<file path="src/rtl/seq_reader_if.sv">
// Signal bundle between the sequence reader and its host (memory, buttons, LEDs).
// Carries no timing or flow-control logic of its own.
interface seq_reader_if;
    logic       start_show;
    logic [4:0] seq_len;
    logic [3:0] mem_addr;
    logic [1:0] mem_data;
    logic [3:0] btn;
    logic [3:0] led;
    logic       input_ready;
    logic       cmp_result;
    logic       busy;

    modport master (
        output start_show, seq_len, mem_data, btn,
        input  mem_addr, led, input_ready, cmp_result, busy
    );

    modport slave (
        input  start_show, seq_len, mem_data, btn,
        output mem_addr, led, input_ready, cmp_result, busy
    );
endinterface

</file>
<file path="src/rtl/seq_reader.sv">
// Plays a colour sequence on one-hot LEDs, then checks the player's presses against it.
// Verdict one cycle after the deciding press edge; start_show is ignored while busy.
module seq_reader #(
    parameter int ON_CYC  = 4,
    parameter int OFF_CYC = 2,
    parameter int TIMEOUT = 1000
) (
    input  logic        clk,
    input  logic        rst,
    seq_reader_if.slave bus
);

    localparam int MAXC = (ON_CYC > OFF_CYC) ? ((ON_CYC > TIMEOUT) ? ON_CYC : TIMEOUT)
                                             : ((OFF_CYC > TIMEOUT) ? OFF_CYC : TIMEOUT);
    localparam int CW   = $clog2(MAXC + 1);

    typedef enum logic [2:0] {IDLE, SHOW_ON, SHOW_OFF, WAIT_BTN, WAIT_REL} state_t;

    state_t          state_q, state_d;
    logic [3:0]      idx_q, idx_d;
    logic [4:0]      len_q, len_d;
    logic [CW-1:0]   cnt_q, cnt_d;
    logic [3:0]      btn_prev_q, btn_prev_d;
    logic [3:0]      led_q, led_d;
    logic            input_ready_q, input_ready_d;
    logic            cmp_result_q, cmp_result_d;

    logic [3:0]      want;
    logic [4:0]      eff_len;
    logic            press;
    logic            last_step;

    always_comb begin
        want          = 4'b0001 << bus.mem_data;
        eff_len       = (bus.seq_len > 5'd16) ? 5'd16 : bus.seq_len;
        press         = (bus.btn != 4'b0) && (btn_prev_q == 4'b0);
        last_step     = ({1'b0, idx_q} == (len_q - 5'd1));

        state_d       = state_q;
        idx_d         = idx_q;
        len_d         = len_q;
        cnt_d         = cnt_q;
        btn_prev_d    = bus.btn;
        led_d         = 4'b0;
        input_ready_d = 1'b0;
        cmp_result_d  = cmp_result_q;

        case (state_q)
            IDLE: begin
                if (bus.start_show) begin
                    btn_prev_d = 4'b0;
                    len_d      = eff_len;
                    idx_d      = 4'd0;
                    cnt_d      = '0;
                    if (eff_len == 5'd0) begin
                        input_ready_d = 1'b1;
                        cmp_result_d  = 1'b0;
                    end else begin
                        state_d = SHOW_ON;
                    end
                end
            end
            SHOW_ON: begin
                // The display register trails the state by one cycle, so the
                // lit and dark windows keep their exact lengths.
                led_d = want;
                if (cnt_q == CW'(ON_CYC - 1)) begin
                    cnt_d   = '0;
                    state_d = SHOW_OFF;
                end else begin
                    cnt_d = cnt_q + CW'(1);
                end
            end
            SHOW_OFF: begin
                if (cnt_q == CW'(OFF_CYC - 1)) begin
                    cnt_d = '0;
                    if (last_step) begin
                        idx_d   = 4'd0;
                        state_d = WAIT_BTN;
                    end else begin
                        idx_d   = idx_q + 4'd1;
                        state_d = SHOW_ON;
                    end
                end else begin
                    cnt_d = cnt_q + CW'(1);
                end
            end
            WAIT_BTN: begin
                if (press) begin
                    cnt_d = '0;
                    if (bus.btn == want && last_step) begin
                        input_ready_d = 1'b1;
                        cmp_result_d  = 1'b1;
                        state_d       = IDLE;
                    end else if (bus.btn == want) begin
                        idx_d   = idx_q + 4'd1;
                        state_d = WAIT_REL;
                    end else begin
                        input_ready_d = 1'b1;
                        cmp_result_d  = 1'b0;
                        state_d       = IDLE;
                    end
                end else if (cnt_q == CW'(TIMEOUT - 1)) begin
                    cnt_d         = '0;
                    input_ready_d = 1'b1;
                    cmp_result_d  = 1'b0;
                    state_d       = IDLE;
                end else begin
                    cnt_d = cnt_q + CW'(1);
                end
            end
            WAIT_REL: begin
                // The timeout keeps running while the player holds a button.
                if (cnt_q == CW'(TIMEOUT - 1)) begin
                    cnt_d         = '0;
                    input_ready_d = 1'b1;
                    cmp_result_d  = 1'b0;
                    state_d       = IDLE;
                end else begin
                    cnt_d = cnt_q + CW'(1);
                    if (bus.btn == 4'b0) begin
                        state_d = WAIT_BTN;
                    end
                end
            end
            default: begin
                state_d = IDLE;
            end
        endcase
    end

    always_ff @(posedge clk or posedge rst) begin
        if (rst) begin
            state_q       <= IDLE;
            idx_q         <= 4'd0;
            len_q         <= 5'd0;
            cnt_q         <= '0;
            btn_prev_q    <= 4'b0;
            led_q         <= 4'b0;
            input_ready_q <= 1'b0;
            cmp_result_q  <= 1'b0;
        end else begin
            state_q       <= state_d;
            idx_q         <= idx_d;
            len_q         <= len_d;
            cnt_q         <= cnt_d;
            btn_prev_q    <= btn_prev_d;
            led_q         <= led_d;
            input_ready_q <= input_ready_d;
            cmp_result_q  <= cmp_result_d;
        end
    end

    assign bus.mem_addr    = idx_q;
    assign bus.led         = led_q;
    assign bus.input_ready = input_ready_q;
    assign bus.cmp_result  = cmp_result_q;
    assign bus.busy        = (state_q != IDLE);

endmodule
</file>
<file path="src/flat_wrapper.sv">
// flat-port wrapper written by rule: the top's interface ports become plain ports
module seq_reader_flat 
#(
    parameter int ON_CYC  = 4,
    parameter int OFF_CYC = 2,
    parameter int TIMEOUT = 1000
)
  (clk, rst, bus_start_show, bus_seq_len, bus_mem_data, bus_btn, bus_mem_addr, bus_led, bus_input_ready, bus_cmp_result, bus_busy);
  seq_reader_if bus_i ();
  input  logic clk;
  input  logic rst;
  input wire logic [$bits(bus_i.start_show)-1:0] bus_start_show;
  input wire logic [$bits(bus_i.seq_len)-1:0] bus_seq_len;
  input wire logic [$bits(bus_i.mem_data)-1:0] bus_mem_data;
  input wire logic [$bits(bus_i.btn)-1:0] bus_btn;
  output wire logic [$bits(bus_i.mem_addr)-1:0] bus_mem_addr;
  output wire logic [$bits(bus_i.led)-1:0] bus_led;
  output wire logic [$bits(bus_i.input_ready)-1:0] bus_input_ready;
  output wire logic [$bits(bus_i.cmp_result)-1:0] bus_cmp_result;
  output wire logic [$bits(bus_i.busy)-1:0] bus_busy;
  assign bus_i.start_show = bus_start_show;
  assign bus_i.seq_len = bus_seq_len;
  assign bus_i.mem_data = bus_mem_data;
  assign bus_i.btn = bus_btn;
  assign bus_mem_addr = bus_i.mem_addr;
  assign bus_led = bus_i.led;
  assign bus_input_ready = bus_i.input_ready;
  assign bus_cmp_result = bus_i.cmp_result;
  assign bus_busy = bus_i.busy;
  seq_reader #(.ON_CYC(ON_CYC), .OFF_CYC(OFF_CYC), .TIMEOUT(TIMEOUT)) u_core (.clk(clk), .rst(rst), .bus(bus_i));
endmodule
</file>
<file path="config.mk">
export PLATFORM = sky130hd
export DESIGN_NAME = seq_reader_flat
export DESIGN_NICKNAME = d
export VERILOG_FILES = /design/src/rtl/seq_reader_if.sv /design/src/rtl/seq_reader.sv /design/src/flat_wrapper.sv
export SDC_FILE = /design/constraint.sdc
export NUM_CORES = 1
export LEC_CHECK = 0
export BUFFER_PORTS_ARGS = -buffer_cell sky130_fd_sc_hd__buf_2
export CAP_MARGIN = 20
export CELL_PAD_IN_SITES_DETAIL_PLACEMENT = 1
export CELL_PAD_IN_SITES_GLOBAL_PLACEMENT = 2
export CORE_AREA = 2 2 90 92
export CTS_CLUSTER_DIAMETER = 100
export DETAILED_ROUTE_END_ITERATION = 7
export DIE_AREA = 0 0 92 94
export PLACE_DENSITY_LB_ADDON = 0.1
export SLEW_MARGIN = 20
export SYNTH_ARGS = -nofsm -noshare
export SYNTH_HDL_FRONTEND = slang
export SYNTH_SLANG_ARGS = --single-unit
</file>
<file path="constraint.sdc">
create_clock -name clk -period 2.3 [get_ports clk]
set_input_delay 0.46 -clock clk [delete_from_list [all_inputs] [get_ports clk]]
set_output_delay 0.46 -clock clk [all_outputs]
set_load 0.1 [all_outputs]
</file>
# == Yosys cells after proc, flatten, opt, wreduce, memory -nomap -nowiden ==
# Cells that the tools add are included.
# op_classes
n_mux,43
reduce_logical,16
n_div,0
n_shift,1
magnitude_cmp,1
bitwise,0
n_eq_ne,20
mul,0
add_sub_neg,3
# op_table
op,n
2-to-1 mux 10 bit,5
case mux 10 bit (5 select lines),1
2-to-1 mux 4 bit,9
2-to-1 mux 3 bit,10
case mux 3 bit (5 select lines),1
2-to-1 mux 1 bit,12
case mux 4 bit (3 select lines),1
AND reduction 6 bit,2
"adder 10 x 1 -> 10 bit, second input constant",1
"equality test 10 x 1 -> 1 bit, second input constant",1
"equality test 10 bit, second input constant",1
"equality test 10 x 2 -> 1 bit, second input constant",1
"!= test 2 x 1 -> 1 bit, second input constant",5
nonzero test 3 bit,3
zero test 4 bit,2
"equality test 3 x 2 -> 1 bit, second input constant",2
"!= test 2 bit, second input constant",3
"!= test 3 x 1 -> 1 bit, second input constant",2
case mux 1 bit (3 select lines),2
equality test 4 x 5 -> 1 bit,1
"> comparator 5 bit, second input constant",1
zero test 5 bit,1
2-to-1 mux 5 bit,1
nonzero test 5 bit,1
other kinds (13),15
# word_totals
latch_bits,0
mem_bits_rw,0
romBits,0
out_inout_bits,11
mem_count,0
regBits,32

# == Depth between registers and ports, before layout ==
# depth
word_depth,6
ltp_mapped,8
ltp_nobuf,8

# == Worst setup path before layout ==
# Ideal clock, no wire load.
# synth_path
path_kind,reg2reg
startpoint,"register u_core.idx_q[2], in the netlist u_core.bus.mem_addr[2]"
endpoint,"register u_core.idx_q[3], in the netlist u_core.bus.mem_addr[3]"
path_buffers,1
t_arrival_ps,2244
path_slack_ps,-105
setup_time_ps,161
stages_incl_launch_ff,8
required_ps,2139
period_less_slack_ps,2405
cell_sequence,dfrtp_1 -> clkbuf_2 -> nand3_1 -> a221oi_2 -> o2111ai_2 -> o21ai_2 -> a2bb2oi_1 -> o31ai_2
# synth_via
elab_chain_cells,5
word_cells_on_any_way,11
cone_classes,1 x add/sub; 2 x eq/ne; 6 x mux; 2 x reduce/logical
# synth_rtl
item,line,source
"start, declared",seq_reader.sv:20,"logic [3:0] idx_q, idx_d;"
"start signal, assigned",seq_reader.sv:144,idx_q <= idx_d;
adder 4 x 1 -> 4 bit,"seq_reader.sv:81, seq_reader.sv:96",
2-to-1 mux 4 bit,seq_reader.sv:95,end else if (bus.btn == want) begin
2-to-1 mux 4 bit,seq_reader.sv:91,if (bus.btn == want && last_step) begin
2-to-1 mux 4 bit,seq_reader.sv:89,if (press) begin
case mux 4 bit (3 select lines),seq_reader.sv:48,case (state_q)
# Parallel ways exist; a longest one is shown, timed or not. The select of a mux whose other input is x is not followed.
# A chain may end at the register's enable or synchronous reset.

# == Final worst setup path ==
# layout_path
startpoint,register u_core.len_q[0]
endpoint,register u_core.state_q[1]
# layout_via
elab_chain_cells,6
word_cells_on_any_way,8
cone_classes,1 x add/sub; 1 x eq/ne; 5 x mux; 1 x reduce/logical
# layout_rtl
item,line,source
"start, declared",seq_reader.sv:21,"logic [4:0] len_q, len_d;"
"start signal, assigned",seq_reader.sv:145,len_q <= len_d;
subtractor 5 x 1 -> 5 bit (*),seq_reader.sv:37,"last_step = ({1'b0, idx_q} == (len_q - 5'd1));"
equality test 4 x 5 -> 1 bit (*),seq_reader.sv:37,
logical AND 1 bit,seq_reader.sv:91,
2-to-1 mux 3 bit,seq_reader.sv:91,
2-to-1 mux 3 bit,seq_reader.sv:89,
case mux 3 bit (5 select lines) (*),seq_reader.sv:48,
"end signal, assigned",seq_reader.sv:143,state_q <= state_d;
"end, declared",seq_reader.sv:19,"state_t state_q, state_d;"
# Every way passes the cells marked *; elsewhere a longest branch is shown, timed or not. The select of a mux whose other input is x is not followed.

==> out/metrics.yaml <==
status: "finished, final reports clean"
wirelength_mm: 4.805
ys.flop_type: "dfrtp_1"
yosysWarnings: 0
syn_area_per_cell_sq_um: 9.672
rows: 32
critPathMaxStageDelay_ps: 420
synth_seq_cells: 32
port_buffers: 24
detail-route-antenna-nets: 0
maxCapViolCount: 0
worst_slack_ps: 152.1
vdd_drop_max_mv: 0.1641
finalClockSkew_ps: 6.681
coreArea_sq_mm: 0.007607
fp.dieW_um: 92
clock_latency_ps: 280
rsz0062_at_grt: "no"
n_antenna_cell: 0
drtIter0Drc: 61
fin_setup_tns_ps: 0
die_area_sq_mm: 0.008648
drv_slew: 0
first_pass_iters: 4
mostFrequentLayoutCells: "31 x dfrtp_1, 24 x buf_2, 20 x nand2_1"
power_leakage_uw: 0.0009302
period_minus_slack_ps: 2148
grt_max_degree: 33
final_nets: 241
postSynth.asyncResetShare: 1.000
powerDensity_mw_per_mm2: 531.4
required_ps: 2530
ys_seq_area_frac: 0.4290
critical_path.top_delay_family: "compound AO/OA/AOI/OAI gates"
fin_crit_sh: 0.9339
grt.overflow.total: 0
initial_utilization: 0.2454
dp.cells: 316
slowest_stage: "or3b_1"
nFillCells: 891
clockRootBuffer: "clkbuf_8"
synth_cells: 193
syn_area_sq_mm: 0.001867
grt_antenna_before_repair: 0
synthToLayoutAreaGrowth_pct: 20.11
cts_tree: "done"
synth_top_area_frac: 0.4290
first_global_vias: 1654
pre_cts_slack_ps: 107.1
numCtsBuffers: 5
hold_viol: 0
setup_viol: 0
worst_pin_slew_ps: 468.1
synth_edf_count: 0
drc_errors: 0
h-tree-depth: 2
clk_pin_slew_ps: 70
cp.arrival_ps: 2380
crit_buf_inv: 1
yosysUniqueCellTypes: 60
hpwl_mm: 3.729
clockBufferDepth: 2
routedWlPerCell_um: 14.74
pin_count: 25
vias: 1541
endpoint_kind: "flop"
die_h_um: 94
final_common_cell: "dfrtp_1"
startpoint_type: "flop"
holdWs_ps: 250.0
place.gp.congestion: 0.7901
cts.sinks: 32
yosysTopAreaCell: "dfrtp_1"
finalNonFillerCells: 326
synth_nets: 211
grt_pass1_wl_mm: 8.093
vias_per_cell: 4.727
relSlewSlack: 0.6856
fmax_mhz: 465.6
drive_above_1_share: 0.2366
cts_hold_buf: 0
critPathMaxFanout: 6
worstHoldPathType: "input pin to asynchronous set/reset pin"
path_cells: "inv_1, ha_1, o21ba_1, a221oi_2, o2111ai_4, or3b_1, o21ai_0, a211o_1"
critPathKind: "flop to flop"
synth_area_leaders: "dfrtp_1 43%, nand2_1 4.0%, xor2_1 3.3%, o21ai_0 2.9%, nor2_1 2.8%"
track_usage: 0.1201
per-stage QoR:
stage               instance area [sq um]    util  total power [uW]
detailed placement                   2098  0.2758             668.7
finish                               2242  0.2947              1191
global route                         2242  0.2947              1256
CTS                                  2206  0.2900              1223
floorplan                            1868       -             634.0
global placement                     2098  0.2758             665.6
power by group:
| part | switching [uW] | total, uW | internal [uW] |
|---|---|---|---|
| clock | 214 | 535 | 321 |
| sequential | 6.19 | 575 | 569 |
| combinational | 55.9 | 80.9 | 25.0 |
routing by layer:
metal,track usage,vias to the layer above,part of all wire
li1,-,756,-
met1,0.1395,764,0.43
met2,0.2169,17,0.53
met3,0.03291,4,0.033
met4,0.03358,0,0.0060
met5,0,-,0
cells in the mapped netlist (all sizes together), types with 2 or more instances:
cell type	n
a21boi	2
a21oi	5
and2	5
and3	2
and3b	2
buf	3
clkbuf	3
dfrtp	32
ha	4
inv	8
mux2	2
nand2	20
nand2b	5
nand3	5
nand3b	2
nand4	2
nor2	14
nor2b	2
nor3	8
nor3b	6
nor4	5
o211ai	2
o21ai	14
o21ba	2
o31ai	3
or2	2
or4	3
xnor2	5
xor2	7
what timing repair did:
item	CTS	global route
setup endpoints to repair	0	5
gates resized for setup	0	3
buffers inserted	0	2
cell type report:
cell class | instances | area, sq um | share of cell area
clock buffer | 6 | 72.57 | 0.03237
clock inverter | 2 | 35.03 | 0.01563
inverter | 8 | 30.03 | 0.01339
multi-input combinational | 147 | 1017 | 0.4537
sequential | 32 | 802.0 | 0.3577
tap | 102 | 127.6 | 0.05692
timing repair buffer | 29 | 157.7 | 0.07031
path summary, 6_finish.rpt:
kind | cells after the start | start | endpoint | slack [ps]
max | 8 | u_core.len_q[0] | u_core.state_q[1] | 150
min | 3 | rst | u_core.bus.mem_addr[0] | 250
max reg2reg | 8 | u_core.len_q[0] | u_core.state_q[1] | 150
min reg2reg | 1 | u_core.bus.cmp_result | u_core.bus.cmp_result | 550
max in group asynchronous | 3 | rst | u_core.bus.mem_addr[2] | 1730
min in group clk | 2 | bus_mem_data[1] | u_core.bus.led[1] | 410
logic make-up (layout without fill, tap and decap cells):
logic type / Yosys count / in the layout / share of synthesized area
compound gates: 39 / 39 / 0.1595
xor+xnor: 12 / 12 / 0.05630
fa+ha+maj: 4 / 4 / 0.02681
buf+inv: 14 / 45 / 0.03753
flops: 32 / 32 / 0.4290
mux: 3 / 3 / 0.01743
simple gates: 89 / 89 / 0.2735
worst register-to-register path: cells and delay by family (launching register included):
family | cells | cell delay [ps]
buf+inv | 1 | 70
fa+ha+maj | 1 | 250
flops | 1 | 400
compound gates | 5 | 970
simple gates | 1 | 420
state kept, by name, indices dropped and copies added, names as in the netlist:
signal and cells:
u_core.bus.led 4, u_core.len_q 5, u_core.btn_prev_q 4, u_core.bus.input_ready 1
u_core.bus.cmp_result 1, u_core.cnt_q 10, u_core.bus.mem_addr 4, u_core.state_q 3
Note: power is estimated with default switching activity, not from simulation.
